===== src/rtl/uart_tx_serializer.sv =====
// uart_tx_serializer: transmit half of the UART.
// Sends start bit, DATA_WIDTH data bits LSB first, an optional parity bit and a
// stop bit, each lasting `prescale` clocks (8, 16 or 32).
// Optional feature macro: UART_TX_PARITY_EN builds the PARITY state and the
// parity logic; without it PAR_EN and PAR_TYP are accepted but ignored.
module uart_tx_serializer #(
  parameter int DATA_WIDTH = 8
) (
  input  logic                  clk,
  input  logic                  reset,
  input  logic [DATA_WIDTH-1:0] P_DATA,
  input  logic                  Data_Valid,
  input  logic                  PAR_EN,
  input  logic                  PAR_TYP,
  input  logic [5:0]            prescale,
  output logic                  TX_OUT,
  output logic                  busy
);

  localparam int IDX_W = (DATA_WIDTH > 1) ? $clog2(DATA_WIDTH) : 1;
  localparam logic [IDX_W-1:0] LAST_IDX = IDX_W'(DATA_WIDTH - 1);

  typedef enum logic [2:0] {
    IDLE   = 3'd0,
    START  = 3'd1,
    DATA   = 3'd2,
`ifdef UART_TX_PARITY_EN
    PARITY = 3'd3,
`endif
    STOP   = 3'd4
  } txState_e;

  txState_e                state_q, state_d;
  logic [5:0]              bitCnt_q, bitCnt_d;
  logic [IDX_W-1:0]        bitIdx_q, bitIdx_d;
  logic [DATA_WIDTH-1:0]   shift_q, shift_d;
  logic [5:0]              prescale_q, prescale_d;
  logic                    txOut_q, txOut_d;
  logic                    busy_q, busy_d;
  logic                    bitTick;
  logic                    prescaleLegal;

`ifdef UART_TX_PARITY_EN
  logic                    parEn_q, parEn_d;
  logic                    parBit_q, parBit_d;
`else
  logic                    unusedParity;
  assign unusedParity = PAR_EN ^ PAR_TYP;
`endif

  assign bitTick       = (bitCnt_q == (prescale_q - 6'd1));
  assign prescaleLegal = (prescale == 6'd8) || (prescale == 6'd16) || (prescale == 6'd32);

  assign TX_OUT = txOut_q;
  assign busy   = busy_q;

  // State, counters, latched frame fields and registered line outputs.
  always_ff @(posedge clk or negedge reset) begin
    if (!reset) begin
      state_q    <= IDLE;
      bitCnt_q   <= '0;
      bitIdx_q   <= '0;
      shift_q    <= '0;
      prescale_q <= '0;
      txOut_q    <= 1'b1;
      busy_q     <= 1'b0;
`ifdef UART_TX_PARITY_EN
      parEn_q    <= 1'b0;
      parBit_q   <= 1'b0;
`endif
    end else begin
      state_q    <= state_d;
      bitCnt_q   <= bitCnt_d;
      bitIdx_q   <= bitIdx_d;
      shift_q    <= shift_d;
      prescale_q <= prescale_d;
      txOut_q    <= txOut_d;
      busy_q     <= busy_d;
`ifdef UART_TX_PARITY_EN
      parEn_q    <= parEn_d;
      parBit_q   <= parBit_d;
`endif
    end
  end

  // Next-state logic; line outputs are decoded from the next state so that
  // they appear in the same cycle the state register takes the new state.
  always_comb begin
    state_d    = state_q;
    bitCnt_d   = bitCnt_q;
    bitIdx_d   = bitIdx_q;
    shift_d    = shift_q;
    prescale_d = prescale_q;
`ifdef UART_TX_PARITY_EN
    parEn_d    = parEn_q;
    parBit_d   = parBit_q;
`endif

    case (state_q)
      IDLE: begin
        bitCnt_d = '0;
        bitIdx_d = '0;
        if (Data_Valid && prescaleLegal) begin
          shift_d    = P_DATA;
          prescale_d = prescale;
`ifdef UART_TX_PARITY_EN
          parEn_d    = PAR_EN;
          parBit_d   = (^P_DATA) ^ PAR_TYP;
`endif
          state_d    = START;
        end
      end
      START: begin
        if (bitTick) begin
          bitCnt_d = '0;
          state_d  = DATA;
        end else begin
          bitCnt_d = bitCnt_q + 6'd1;
        end
      end
      DATA: begin
        if (bitTick) begin
          bitCnt_d = '0;
          if (bitIdx_q == LAST_IDX) begin
            bitIdx_d = '0;
`ifdef UART_TX_PARITY_EN
            state_d  = parEn_q ? PARITY : STOP;
`else
            state_d  = STOP;
`endif
          end else begin
            bitIdx_d = bitIdx_q + 1'b1;
            shift_d  = shift_q >> 1;
          end
        end else begin
          bitCnt_d = bitCnt_q + 6'd1;
        end
      end
`ifdef UART_TX_PARITY_EN
      PARITY: begin
        if (bitTick) begin
          bitCnt_d = '0;
          state_d  = STOP;
        end else begin
          bitCnt_d = bitCnt_q + 6'd1;
        end
      end
`endif
      STOP: begin
        if (bitTick) begin
          bitCnt_d = '0;
          state_d  = IDLE;
        end else begin
          bitCnt_d = bitCnt_q + 6'd1;
        end
      end
      default: begin
        bitCnt_d = '0;
        bitIdx_d = '0;
        state_d  = IDLE;
      end
    endcase

    txOut_d = 1'b1;
    busy_d  = 1'b1;
    case (state_d)
      IDLE:    busy_d  = 1'b0;
      START:   txOut_d = 1'b0;
      DATA:    txOut_d = shift_d[0];
`ifdef UART_TX_PARITY_EN
      PARITY:  txOut_d = parBit_q;
`endif
      STOP:    txOut_d = 1'b1;
      default: busy_d  = 1'b0;
    endcase
  end

endmodule

===== config.mk =====
export PLATFORM = sky130hd
export DESIGN_NAME = uart_tx_serializer
export DESIGN_NICKNAME = d
export VERILOG_FILES = /design/src/rtl/uart_tx_serializer.sv
export SDC_FILE = /design/constraint.sdc
export NUM_CORES = 1
export LEC_CHECK = 0
export CAP_MARGIN = 25
export CORE_ASPECT_RATIO = 1.75
export CORE_MARGIN = 2
export CORE_UTILIZATION = 50
export CTS_CLUSTER_DIAMETER = 150
export DETAILED_ROUTE_END_ITERATION = 6
export GPL_ROUTABILITY_DRIVEN = 1
export HOLD_SLACK_MARGIN = 0.12
export PLACE_DENSITY = 0.76
export SLEW_MARGIN = 20
export SYNTH_ARGS = -nofsm -noshare
export SYNTH_HDL_FRONTEND = slang
export SYNTH_SLANG_ARGS = --single-unit

===== constraint.sdc =====
create_clock -name clk -period 6.7 [get_ports clk]
set_clock_uncertainty 0.05 [all_clocks]
set_input_delay 1.675 -clock clk [delete_from_list [all_inputs] [get_ports clk]]
set_output_delay 1.675 -clock clk [all_outputs]
set_load 0.02 [all_outputs]

# Word level (Yosys, flattened, before mapping)
# Cells that the tools add are included.
# W data, S select, Z words.
[word_totals] romBits=0 mem_bits_rw=0 memories=0 register_bits=28 latch_bits=0 inputBits=19
[op_classes] bitwise_logic=1 n_mul=0 shifts=0 muxes=17 div_mod_pow=0 reduce_logical=11 n_eq_ne=14 addsub=3 magnitude_cmp=0
[op_table] op="$mux W8" count=3
[op_table] op="$mux W3" count=7
[op_table] op="$pmux W8 S2" count=1
[op_table] op="$mux W6" count=2
[op_table] op="$pmux W3 S4" count=1
[op_table] op="$eq A3 B3 Y1 const B" count=3
[op_table] op="$add A6 B1 Y6 const B" count=1
[op_table] op="$eq A3 B1 Y1 const B" count=2
[op_table] op="$eq A3 B2 Y1 const B" count=2
[op_table] op="$eq A6 B4 Y1 const B" count=1
[op_table] op="$eq A6 B5 Y1 const B" count=1
[op_table] op="$eq A6 B6 Y1" count=1
[op_table] op="$eq A6 B6 Y1 const B" count=1
[op_table] op="$ne A2 B2 Y1 const B" count=3
[op_table] op="$pmux W3 S2" count=1
[op_table] op="$reduce_or A3 Y1" count=2
[op_table] op="$sub A6 B1 Y6 const B" count=1
[op_table] op="$reduce_and A2 Y1" count=2
[op_table] op="$reduce_and A4 Y1" count=1
[op_table] op="$add A3 B1 Y3 const B" count=1
[op_table] op="$logic_not A3 Y1" count=1
[op_table] op="$logic_or A1 B1 Y1" count=2
[op_table] op="$pmux W1 S2" count=1
[op_table] op="$reduce_bool A2 Y1" count=1
[op_table] op="4 further kinds" count=4

# Depth between registers and ports, before layout
# Gate-level depths: netlist of run 1.
[logic_depth] word_depth=9 mapped_depth=9 mapped_depth_nobuf=8

# Least setup slack after synthesis of run 1
# No wires, ideal clock.
[synth_path] path_kind="input-to-reg" start="in prescale[5]" end="reg prescale_q[3]" setup_slack_ns=3.583 path_buffers=2 t_arrival_ns=2.943 setup_time_ns=0.125 stages=7 cell_sequence="o21ai_0 -> o21ai_1 -> nor4_1 -> and2_1 -> buf_2 -> buf_4 -> mux2_2"
[synth_between] elab_chain_cells=5
[synth_lines] item="start: declaration" line="15" text="input logic [5:0] prescale,"
[synth_lines] item="$eq A6 B4 Y1 / $eq A6 B5 Y1 (equally long branches)" line="52" text="assign prescaleLegal = (prescale == 6'd8) || (prescale == 6'd16) || (prescale == 6'd32);"
[synth_lines] item="$logic_or A1 B1 Y1" line="52"
[synth_lines] item="$logic_or A1 B1 Y1 (*)" line="52"
[synth_lines] item="$logic_and A1 B1 Y1 (*)" line="103" text="if (Data_Valid && prescaleLegal) begin"
[synth_lines] item="$reduce_and A2 Y1 (no source line) (*)"
[synth_lines] item="end signal: assignment" line="76" text="prescale_q <= prescale_d;"
[synth_lines] item="end: declaration" line="37" text="logic [5:0] prescale_q, prescale_d;"
# Mark *: on every way between the ends. The rest lies on a longest branch, timed or not.
# A chain may end at the register's enable or synchronous reset.

# Worst setup path in the final report of run 1
[layout_path] start="in prescale[4]" end="reg shift_q[1]"
[layout_between] elab_chain_cells=6
[layout_lines] item="$eq A6 B4 Y1 / $eq A6 B5 Y1 (equally long branches)" line="52"
[layout_lines] item="$logic_or A1 B1 Y1" line="52"
[layout_lines] item="$logic_or A1 B1 Y1 (*)" line="52"
[layout_lines] item="$logic_and A1 B1 Y1 (*)" line="103"
[layout_lines] item="$ne A2 B2 Y1 (no source line) (*)"
[layout_lines] item="$reduce_and A4 Y1 (no source line) (*)"
[layout_lines] item="end signal: assignment" line="75" text="shift_q <= shift_d;"
[layout_lines] item="end: declaration" line="36" text="logic [DATA_WIDTH-1:0] shift_q, shift_d;"
# Marked as above.

==> results.py, run 1 <==
metrics = {
    "detailed_routing": {
        "drtAntennaViolNets": 0,
        "drtIter0Drc": 10,
        "drc": 0,
        "routed_via_density": 5.818,
        "wire_per_inst_um": 14.23,
        "wl_met3_um": 69,
        "drt-met1-wl_um": 1121,
        "wirelength_um": 2733,
        "met2_length_um": 1474,
        "drtPass1Iterations": 4,
        "route.vias.total": 1117,
        "topRoutingLayerUsed": "met4",
    },
    "finish": {
        "seqCellArea_um2": 701.9,
        "nNetsFinal": 188,
        "multi_input_area_um2": 767.0,
        "fillers": 239,
        "area_growth_pct": 16.75,
        "final_util_pct": 60.85,
        "drive_gt1_share_pct": 9.146,
        "n_antenna_cell": 0,
    },
    "critical_path": {
        "cp_data_required_time_ns": 6.82,
        "cp_num_buf_inv": 1,
        "path_cells": "clkdlybuf4s50_1 -> xor2_1 -> o21ai_1 -> nor4_1 -> and2_1 -> nor2_1 -> a21o_1",
        "crit_path_end_kind": "flop",
        "worst_path_max_delay_cell": "and2_1",
        "critical-path-top-delay-family": "simple AND/OR/NAND/NOR gates",
        "cp-start-kind": "input pin",
        "rr_endpoint": "shift_q[1]",
        "cp.arrival_ns": 3.83,
        "max_stage_delay_ns": 0.59,
        "cp_max_fo": 17,
        "r2r_slack_ns": 4.23,
        "worstSetupPathType": "in -> reg",
        "timing.rr.start": "prescale_q[0]",
        "r2r_cells": 8,
    },
    "yosys": {
        "yosys-top-cells-count": "dfrtp_1, nor2_1, nor2b_1",
        "synth_most_common_cell": "dfrtp_1",
        "ys_async_sr_fraction_pct": 100.0,
        "yosysSeqAreaShare_pct": 46.52,
        "ys_top_cells_by_area": "dfrtp_1, nor2b_1, nor2_1",
        "syn_inst": 146,
        "synth_top_area_share_pct": 44.78,
        "synth_area_mm2": 0.001509,
        "synth_edf_count": 0,
        "yosysWarnings": 0,
        "ys_types": 40,
        "synthFlopType": "dfrtp_1",
        "synth_seq_cells": 28,
        "synth_nets": 169,
        "synth_area_per_cell_um2": 10.34,
        "synth_area_leader_cell": "dfrtp_1",
    },
    "grt": {
        "gr-total-overflow": 0,
        "grt_pass1_wl_um": 4657,
        "grt_pass1_vias": 1157,
        "track_usage_pct": 17.26,
        "grt_max_degree": 29,
        "antenna_found_initial": 0,
    },
    "clocking": {
        "h-tree-depth": 1,
        "numCtsBuffers": 3,
        "hold_buffers": 0,
        "cts_setup_buffers": 0,
        "insertion_delay_ns": 0.27,
        "cts_resized": 0,
        "clk_pin_slew_ns": 0.09,
        "clock-sinks": 28,
        "cts_tree": "done",
        "clockBufferDepth": 2,
        "root_buffer": "clkbuf_8",
    },
    "sta": {
        "fin_tns_setup_ns": 0,
        "min_period_ns": 3.709,
        "rsz0062_at_grt": "no",
        "fmax_mhz": 269.6,
        "worstMarginPinSlew_ns": 0.6185,
        "hold_violations": 0,
        "maxSlewHeadroom_pct": 58.77,
        "setup_viol": 0,
        "finalCritPeriodShare_pct": 55.35,
        "slew_violations": 0,
        "setup_ws_ns": 2.991,
    },
    "power_and_ir_drop": {
        "internal_power_mw": 0.3847,
        "irDropWorstVdd_mv": 0.2555,
        "clockPowerShare_pct": 17.1,
        "p_sw_mw": 0.2149,
        "switching_share_pct": 35.84,
        "combPwrFrac_pct": 38.7,
        "powerDensity_mw_per_mm2": 340.3,
        "leakagePower_nw": 0.8447,
        "seqPwrFrac_pct": 44.2,
    },
    "floorplanning": {
        "start_util_pct": 52.12,
        "die_x_um": 45.53,
        "rows": 26,
        "num_io_pins": 21,
        "die_y_um": 76.67,
        "die-area_mm2": 0.003490,
        "core-area_mm2": 0.002895,
    },
    "place": {
        "gp_congestion": 0.7633,
        "hpwl_um": 2151,
        "dp_slack_ns": 2.694,
        "portBuffers": 18,
    },
    "worst_hold_path": {
        "whs_endpoint": "shift_q[6]",
        "hold_start": "shift_q[6]",
        "hold_depth": 1,
        "hp-class": "reg -> reg",
    },
    "run": {
        "cap_violations": 0,
    },
    "run_status": {
        "status": "finished clean",
    },
}
-- metrics by stage --
stage / hold slack, ns / area [um2] / std cells / total power, mW
2_1_floorplan: 0.3990 / 1509 / 146 / 0.4410
3_5_place_dp: 0.4203 / 1707 / 188 / 0.5037
3_3_place_gp: 0.4099 / 1707 / 188 / 0.4905
5_1_grt: 0.4582 / 1762 / 192 / 0.6457
4_1_cts: 0.4404 / 1762 / 192 / 0.6069
6_report: 0.4379 / 1762 / 192 / 0.5996
-- cell usage in the layout, fill, tap and decap left out, types with 2 or more instances in the layout --
cell type	synthesis	final
nor2b_1	11	11
o21ai_1	6	6
mux2_2	3	3
mux2i_1	3	3
xnor2_1	7	7
xor2_1	5	5
nor2_1	18	18
nand2_1	6	6
clkdlybuf4s50_1	0	18
clkbuf_8	0	4
dfrtp_1	27	27
a31oi_1	2	2
a21o_1	7	7
a22o_1	6	6
nand2b_1	2	2
ha_1	4	4
o21ai_0	5	5
inv_1	4	4
nand3_1	5	5
-- registers in the layout, summed over array words and instances (netlist names) --
register / count
shift_q: 8
bitCnt_q: 6
prescale_q: 6
bitIdx_q: 3
state_q: 3
TX_OUT: 1
busy: 1
-- final cells by class --
| cell class | count | share of cell area, % |
|---|---|---|
| tap | 28 | 1.989 |
| clock buffer | 4 | 3.125 |
| timing repair buffer | 19 | 10.65 |
| inverter | 4 | 0.8523 |
| multi-input combinational | 109 | 43.54 |
| sequential | 28 | 39.84 |
-- worst max-delay path by stage --
| stage | start | to | depth (start not counted) |
|---|---|---|---|
| after global placement | prescale[4] | shift_q[6] | 7 |
| after CTS | prescale[5] | shift_q[1] | 7 |
| final | prescale[4] | shift_q[1] | 7 |
| after global routing | prescale[5] | shift_q[1] | 7 |
| after detailed placement | prescale[5] | shift_q[5] | 7 |
| after floorplan | prescale[5] | prescale_q[3] | 7 |
-- power groups by stage --
stage | Sequential [mW] | Clock, mW | Combinational (mW)
after CTS | 0.265 | 0.107 | 0.235
after global placement | 0.266 | 0 | 0.224
final | 0.265 | 0.103 | 0.232
after detailed placement | 0.269 | 0 | 0.234
after global routing | 0.273 | 0.112 | 0.260
after floorplan | 0.256 | 0 | 0.185
-- per-layer routing --
metal,track usage (%),vias up
met5,0,-
met4,7.059,0
met3,0.7059,9
met2,32.25,20
met1,18.49,540
li1,-,548
-- kinds of logic after synthesis --
group                    after synthesis  share of synthesized area (%)
adder cells (fa/ha/maj)                4                          3.317
flip-flops                            28                          46.52
multiplexers                           6                          4.229
AND/OR/NAND/NOR                       54                          20.32
XOR/XNOR                              12                          6.965
AO/OA/AOI/OAI                         33                          16.00
buffers and inverters                  9                          2.654
No activity file was read; power rests on OpenSTA's default activity.
==> inputs of run 2 (changes only) <==
Clock period 6.7 ns to 3.64 ns, I/O delays scaled along.
==> run 2 against run 1 <==
Non-clock buffer count rose by 1. Worst setup slack got worse by 2.1 ns. Critical path depth did not move.
==> results.py, run 2 (synthesis results as in run 1) <==
metrics = {
    "run_status": {
        "status": "finished clean",
    },
    "floorplanning": {
        "die-area_mm2": 0.003490,
        "num_io_pins": 21,
        "die_x_um": 45.53,
        "die_y_um": 76.67,
        "core-area_mm2": 0.002895,
        "start_util_pct": 52.12,
        "rows": 26,
    },
    "worst_hold_path": {
        "hold_start": "shift_q[4]",
        "hp-class": "reg -> reg",
    },
    "sta": {
        "finalCritPeriodShare_pct": 74.28,
        "slew_violations": 0,
        "rsz0062_at_grt": "no",
        "setup_viol": 0,
        "fmax_mhz": 369.9,
        "maxSlewHeadroom_pct": 38.78,
        "hold_violations": 0,
        "min_period_ns": 2.704,
        "worstMarginPinSlew_ns": 0.9154,
        "fin_tns_setup_ns": 0,
    },
    "finish": {
        "largestRegisters": "shift_q: 8 flops, bitCnt_q: 6 flops, prescale_q: 6 flops",
        "nNetsFinal": 189,
        "area_growth_pct": 17.25,
        "largest-register": "shift_q",
        "fillers": 263,
        "n_antenna_cell": 0,
        "largest_reg_flops": 8,
        "drive_gt1_share_pct": 9.697,
        "layout_common_cells": "dfrtp_1, nor2_1, clkdlybuf4s50_1, nor2b_1",
        "final_common_cell": "dfrtp_1",
        "final_cells": 193,
    },
    "critical_path": {
        "cp_max_fo": 17,
        "worstSetupPathType": "in -> reg",
        "crit_path_end_kind": "flop",
        "cp-start-kind": "input pin",
        "cp_data_required_time_ns": 3.75,
        "cp.arrival_ns": 2.82,
        "critPathLaunch": "prescale[4]",
        "timing.rr.start": "prescale_q[0]",
    },
    "place": {
        "hpwl_um": 2280,
        "dp.cells": 189,
        "gp_congestion": 0.7820,
        "portBuffers": 18,
    },
    "grt": {
        "grt_pass1_vias": 1208,
        "track_usage_pct": 19.45,
        "grt_max_degree": 21,
        "antenna_found_initial": 0,
        "gr-total-overflow": 0,
        "grt_pass1_wl_um": 5154,
    },
    "run": {
        "cap_violations": 0,
    },
    "detailed_routing": {
        "wirelength_um": 2982,
        "route.vias.total": 1129,
        "drtIter0Drc": 19,
        "drtPass1Iterations": 4,
        "drc": 0,
        "routed_via_density": 5.850,
        "wire_per_inst_um": 15.45,
        "drtAntennaViolNets": 0,
    },
    "clocking": {
        "h-tree-depth": 1,
        "clockBufferDepth": 2,
        "cts_tree": "done",
        "cts_resized": 0,
        "numCtsBuffers": 3,
        "insertion_delay_ns": 0.27,
        "cts_setup_buffers": 0,
        "hold_buffers": 0,
        "clk_pin_slew_ns": 0.09,
        "clock-sinks": 28,
        "root_buffer": "clkbuf_8",
    },
    "power_and_ir_drop": {
        "powerDensity_mw_per_mm2": 635.5,
        "leakagePower_nw": 0.8501,
        "internal_power_mw": 0.7092,
        "seqPwrFrac_pct": 43.6,
        "p_sw_mw": 0.4151,
        "switching_share_pct": 36.92,
        "irDropWorstVdd_mv": 0.3717,
        "power_mw": 1.124,
        "clockPowerShare_pct": 17.1,
        "combPwrFrac_pct": 39.3,
    },
}
[run 2: changes by cell type in the layout (fill, tap and decap cells not counted), sizes merged]
cell / delta
buf: +1
[run 2: final timing paths]
check                      cells after the start             to  slack, ns
max                                            7  prescale_q[4]       0.94
min                                            1     shift_q[4]       0.44
max reg2reg                                    8     shift_q[5]       1.12
min reg2reg                                    1     shift_q[4]       0.44
max in group asynchronous                      2  prescale_q[0]       1.79
min in group asynchronous                      1    bitIdx_q[0]       1.09
[run 2: metal layers]
metal / wire [um] / vias up / global-route usage, %
met1: 1171 / 556 / 21.71
met2: 1693 / 19 / 35.63
met5: 0 / - / 0
li1: - / 552 / -
met4: 21 / 0 / 6.176
met3: 96 / 2 / 2.118
[run 2: metrics by stage]
step | hold slack, ns | utilization, % | area, um2 | setup WS [ns]
final | 0.4353 | 61.11 | 1769 | 0.9362
after global routing | 0.4486 | 61.11 | 1769 | 0.8421
after CTS | 0.4375 | 61.11 | 1769 | 0.9361
after detailed placement | 0.4169 | 59.20 | 1714 | 0.6489
after global placement | 0.4096 | 59.20 | 1714 | 0.7565
after floorplan | 0.3990 | - | 1509 | 1.288
[run 2: critical path, stage by stage]
cell	delay [ns]
clkdlybuf4s50_1	0.52
xor2_1	0.17
o21ai_1	0.11
nor4_1	0.32
and2_1	0.19
buf_4	0.23
mux2_2	0.36
[run 2: power by group through the flow]
stage,clock network [mW],registers (mW),logic (mW)
after CTS,0.195,0.491,0.443
final,0.193,0.490,0.442
after global placement,0,0.490,0.411
after global routing,0.205,0.504,0.489
after floorplan,0,0.470,0.341
after detailed placement,0,0.498,0.435
[run 2: cell type report]
type	instances	area, um2	area share, %
clock buffers	4	55.05	3.112
inverters	4	15.01	0.8487
multi-input cells	109	767.0	43.35
flip-flops and latches	28	701.9	39.67
well taps	28	35.03	1.980
repair buffers	20	195.2	11.03
==> inputs of run 3 (changes only) <==
Clock period 3.64 ns to 2.8 ns, I/O delays scaled along.
==> run 3 against run 2 <==
Global-route usage rose by 0.083 points. Clock power grew 14%. First-iteration DRC count fell by 11%. Power up 26%. Combinational power increased by 26%. Worst setup slack worse by 0.60 ns. Final area is 0.28% higher. Sequential power grew 30%. Non-clock buffer count is 2 higher. Worst hold slack hardly changed.
==> results.py, run 3 (synthesis results as in run 1) <==
metrics = {
    "run_status": {
        "status": "finished clean",
    },
    "detailed_routing": {
        "wirelength_um": 2868,
        "drtIter0Drc": 17,
        "wire_per_inst_um": 14.71,
        "drtAntennaViolNets": 0,
        "drc": 0,
        "drtPass1Iterations": 4,
        "route.vias.total": 1117,
        "routed_via_density": 5.728,
    },
    "grt": {
        "gr-total-overflow": 0,
        "grt_pass1_wl_um": 5057,
        "track_usage_pct": 19.53,
        "grt_max_degree": 29,
        "grt_pass1_vias": 1142,
        "antenna_found_initial": 0,
    },
    "finish": {
        "nNetsFinal": 191,
        "largest-register": "shift_q",
        "drive_gt1_share_pct": 10.18,
        "layout_common_cells": "dfrtp_1, nor2_1, clkdlybuf4s50_1, nor2b_1",
        "largest_reg_flops": 8,
        "n_antenna_cell": 0,
        "area_growth_pct": 17.58,
        "final_common_cell": "dfrtp_1",
        "largestRegisters": "shift_q: 8 flops, bitCnt_q: 6 flops, prescale_q: 6 flops",
        "final_util_pct": 61.28,
        "final_cells": 195,
    },
    "clocking": {
        "cts_tree": "done",
        "clk_pin_slew_ns": 0.09,
        "root_buffer": "clkbuf_8",
        "hold_buffers": 0,
        "h-tree-depth": 1,
        "cts_setup_buffers": 0,
        "cts_resized": 0,
        "insertion_delay_ns": 0.27,
        "numCtsBuffers": 3,
        "clockBufferDepth": 2,
        "clock-sinks": 28,
    },
    "critical_path": {
        "cp.arrival_ns": 2.58,
        "worstSetupPathType": "reg -> reg",
        "cp_data_required_time_ns": 2.92,
        "path_cells": "inv_1 -> ha_1 -> nor2b_1 -> or3_1 -> a31oi_2 -> and3_1 -> nor2_1 -> a21o_1",
        "cp-start-kind": "flop",
        "cp_num_buf_inv": 1,
        "crit_path_end_kind": "flop",
        "max_stage_delay_ns": 0.44,
        "crit_cells": 8,
        "r2r_cells": 8,
        "cp_max_fo": 8,
        "worst_path_max_delay_cell": "dfrtp_1",
        "critical-path-top-delay-family": "simple AND/OR/NAND/NOR gates",
    },
    "sta": {
        "fin_hold_ws_ns": 0.4351,
        "setup_viol": 0,
        "min_period_ns": 2.465,
        "fin_tns_setup_ns": 0,
        "worstMarginPinSlew_ns": 0.4516,
        "finalCritPeriodShare_pct": 88.03,
        "hold_violations": 0,
        "fmax_mhz": 405.7,
        "maxSlewHeadroom_pct": 69.69,
        "slew_violations": 0,
        "rsz0062_at_grt": "no",
    },
    "power_and_ir_drop": {
        "internal_power_mw": 0.8983,
        "powerDensity_mw_per_mm2": 798.7,
        "clockPowerShare_pct": 15.5,
        "irDropWorstVdd_mv": 0.4428,
        "power_mw": 1.417,
        "seqPwrFrac_pct": 45.1,
        "switching_share_pct": 36.61,
        "combPwrFrac_pct": 39.5,
        "leakagePower_nw": 0.8550,
        "p_sw_mw": 0.5188,
    },
    "place": {
        "dp.cells": 191,
        "hpwl_um": 2240,
        "gp_congestion": 0.8054,
        "portBuffers": 18,
    },
    "worst_hold_path": {
        "hold_depth": 1,
        "hp-class": "reg -> reg",
    },
    "floorplanning": {
        "die-area_mm2": 0.003490,
        "die_x_um": 45.53,
        "rows": 26,
        "die_y_um": 76.67,
        "core-area_mm2": 0.002895,
        "num_io_pins": 21,
        "start_util_pct": 52.12,
    },
    "run": {
        "cap_violations": 0,
    },
}
## run 3: final cells by class
| cell class | instances | area [um2] |
|---|---|---|
| fillers | 248 | 1121 |
| multi-input cells | 109 | 767.0 |
| flip-flops and latches | 28 | 701.9 |
| repair buffers | 22 | 210.2 |
| clock buffers | 4 | 45.04 |
| well taps | 28 | 35.03 |
| inverters | 4 | 15.01 |
## run 3: per-layer routing
layer  track usage (%)  wire [um]  up-vias
met5                 0          0        -
met4             8.235         48        0
met2             34.08       1632       18
met3             2.824         73        5
met1             22.14       1113      544
li1                  -          -      550
## run 3: worst reg2reg max path, delay by kind of cell, from the launching register on
| family | cells | cell delay, ns |
|---|---|---|
| buffers and inverters | 1 | 0.10 |
| adder cells (fa/ha/maj) | 1 | 0.25 |
| AO/OA/AOI/OAI | 2 | 0.49 |
| AND/OR/NAND/NOR | 4 | 1.04 |
| flip-flops | 1 | 0.44 |
## run 3: final timing paths
check / from / endpoint / slack, ns
max in group asynchronous: reset / TX_OUT / 1.63
hold reg to reg: shift_q[6] / shift_q[6] / 0.44
setup reg to reg: prescale_q[0] / shift_q[6] / 0.34
min in group asynchronous: reset / bitIdx_q[2] / 0.75
hold / removal: shift_q[6] / shift_q[6] / 0.44
setup / recovery: prescale_q[0] / shift_q[6] / 0.34
## run 3: power groups by stage
stage	Combinational [mW]	Clock (mW)	Sequential, mW
after floorplan	0.444	0	0.611
after global placement	0.536	0	0.638
after detailed placement	0.562	0	0.649
after CTS	0.566	0.228	0.640
after global routing	0.632	0.242	0.658
final	0.559	0.220	0.638
## run 3: stage by stage
stage               setup WS [ns]  area [um2]
floorplan                  0.5761        1509
global route               0.1293        1774
global placement           0.2629        1729
finish                     0.3351        1774
detailed placement         0.2271        1729
CTS                        0.3366        1774
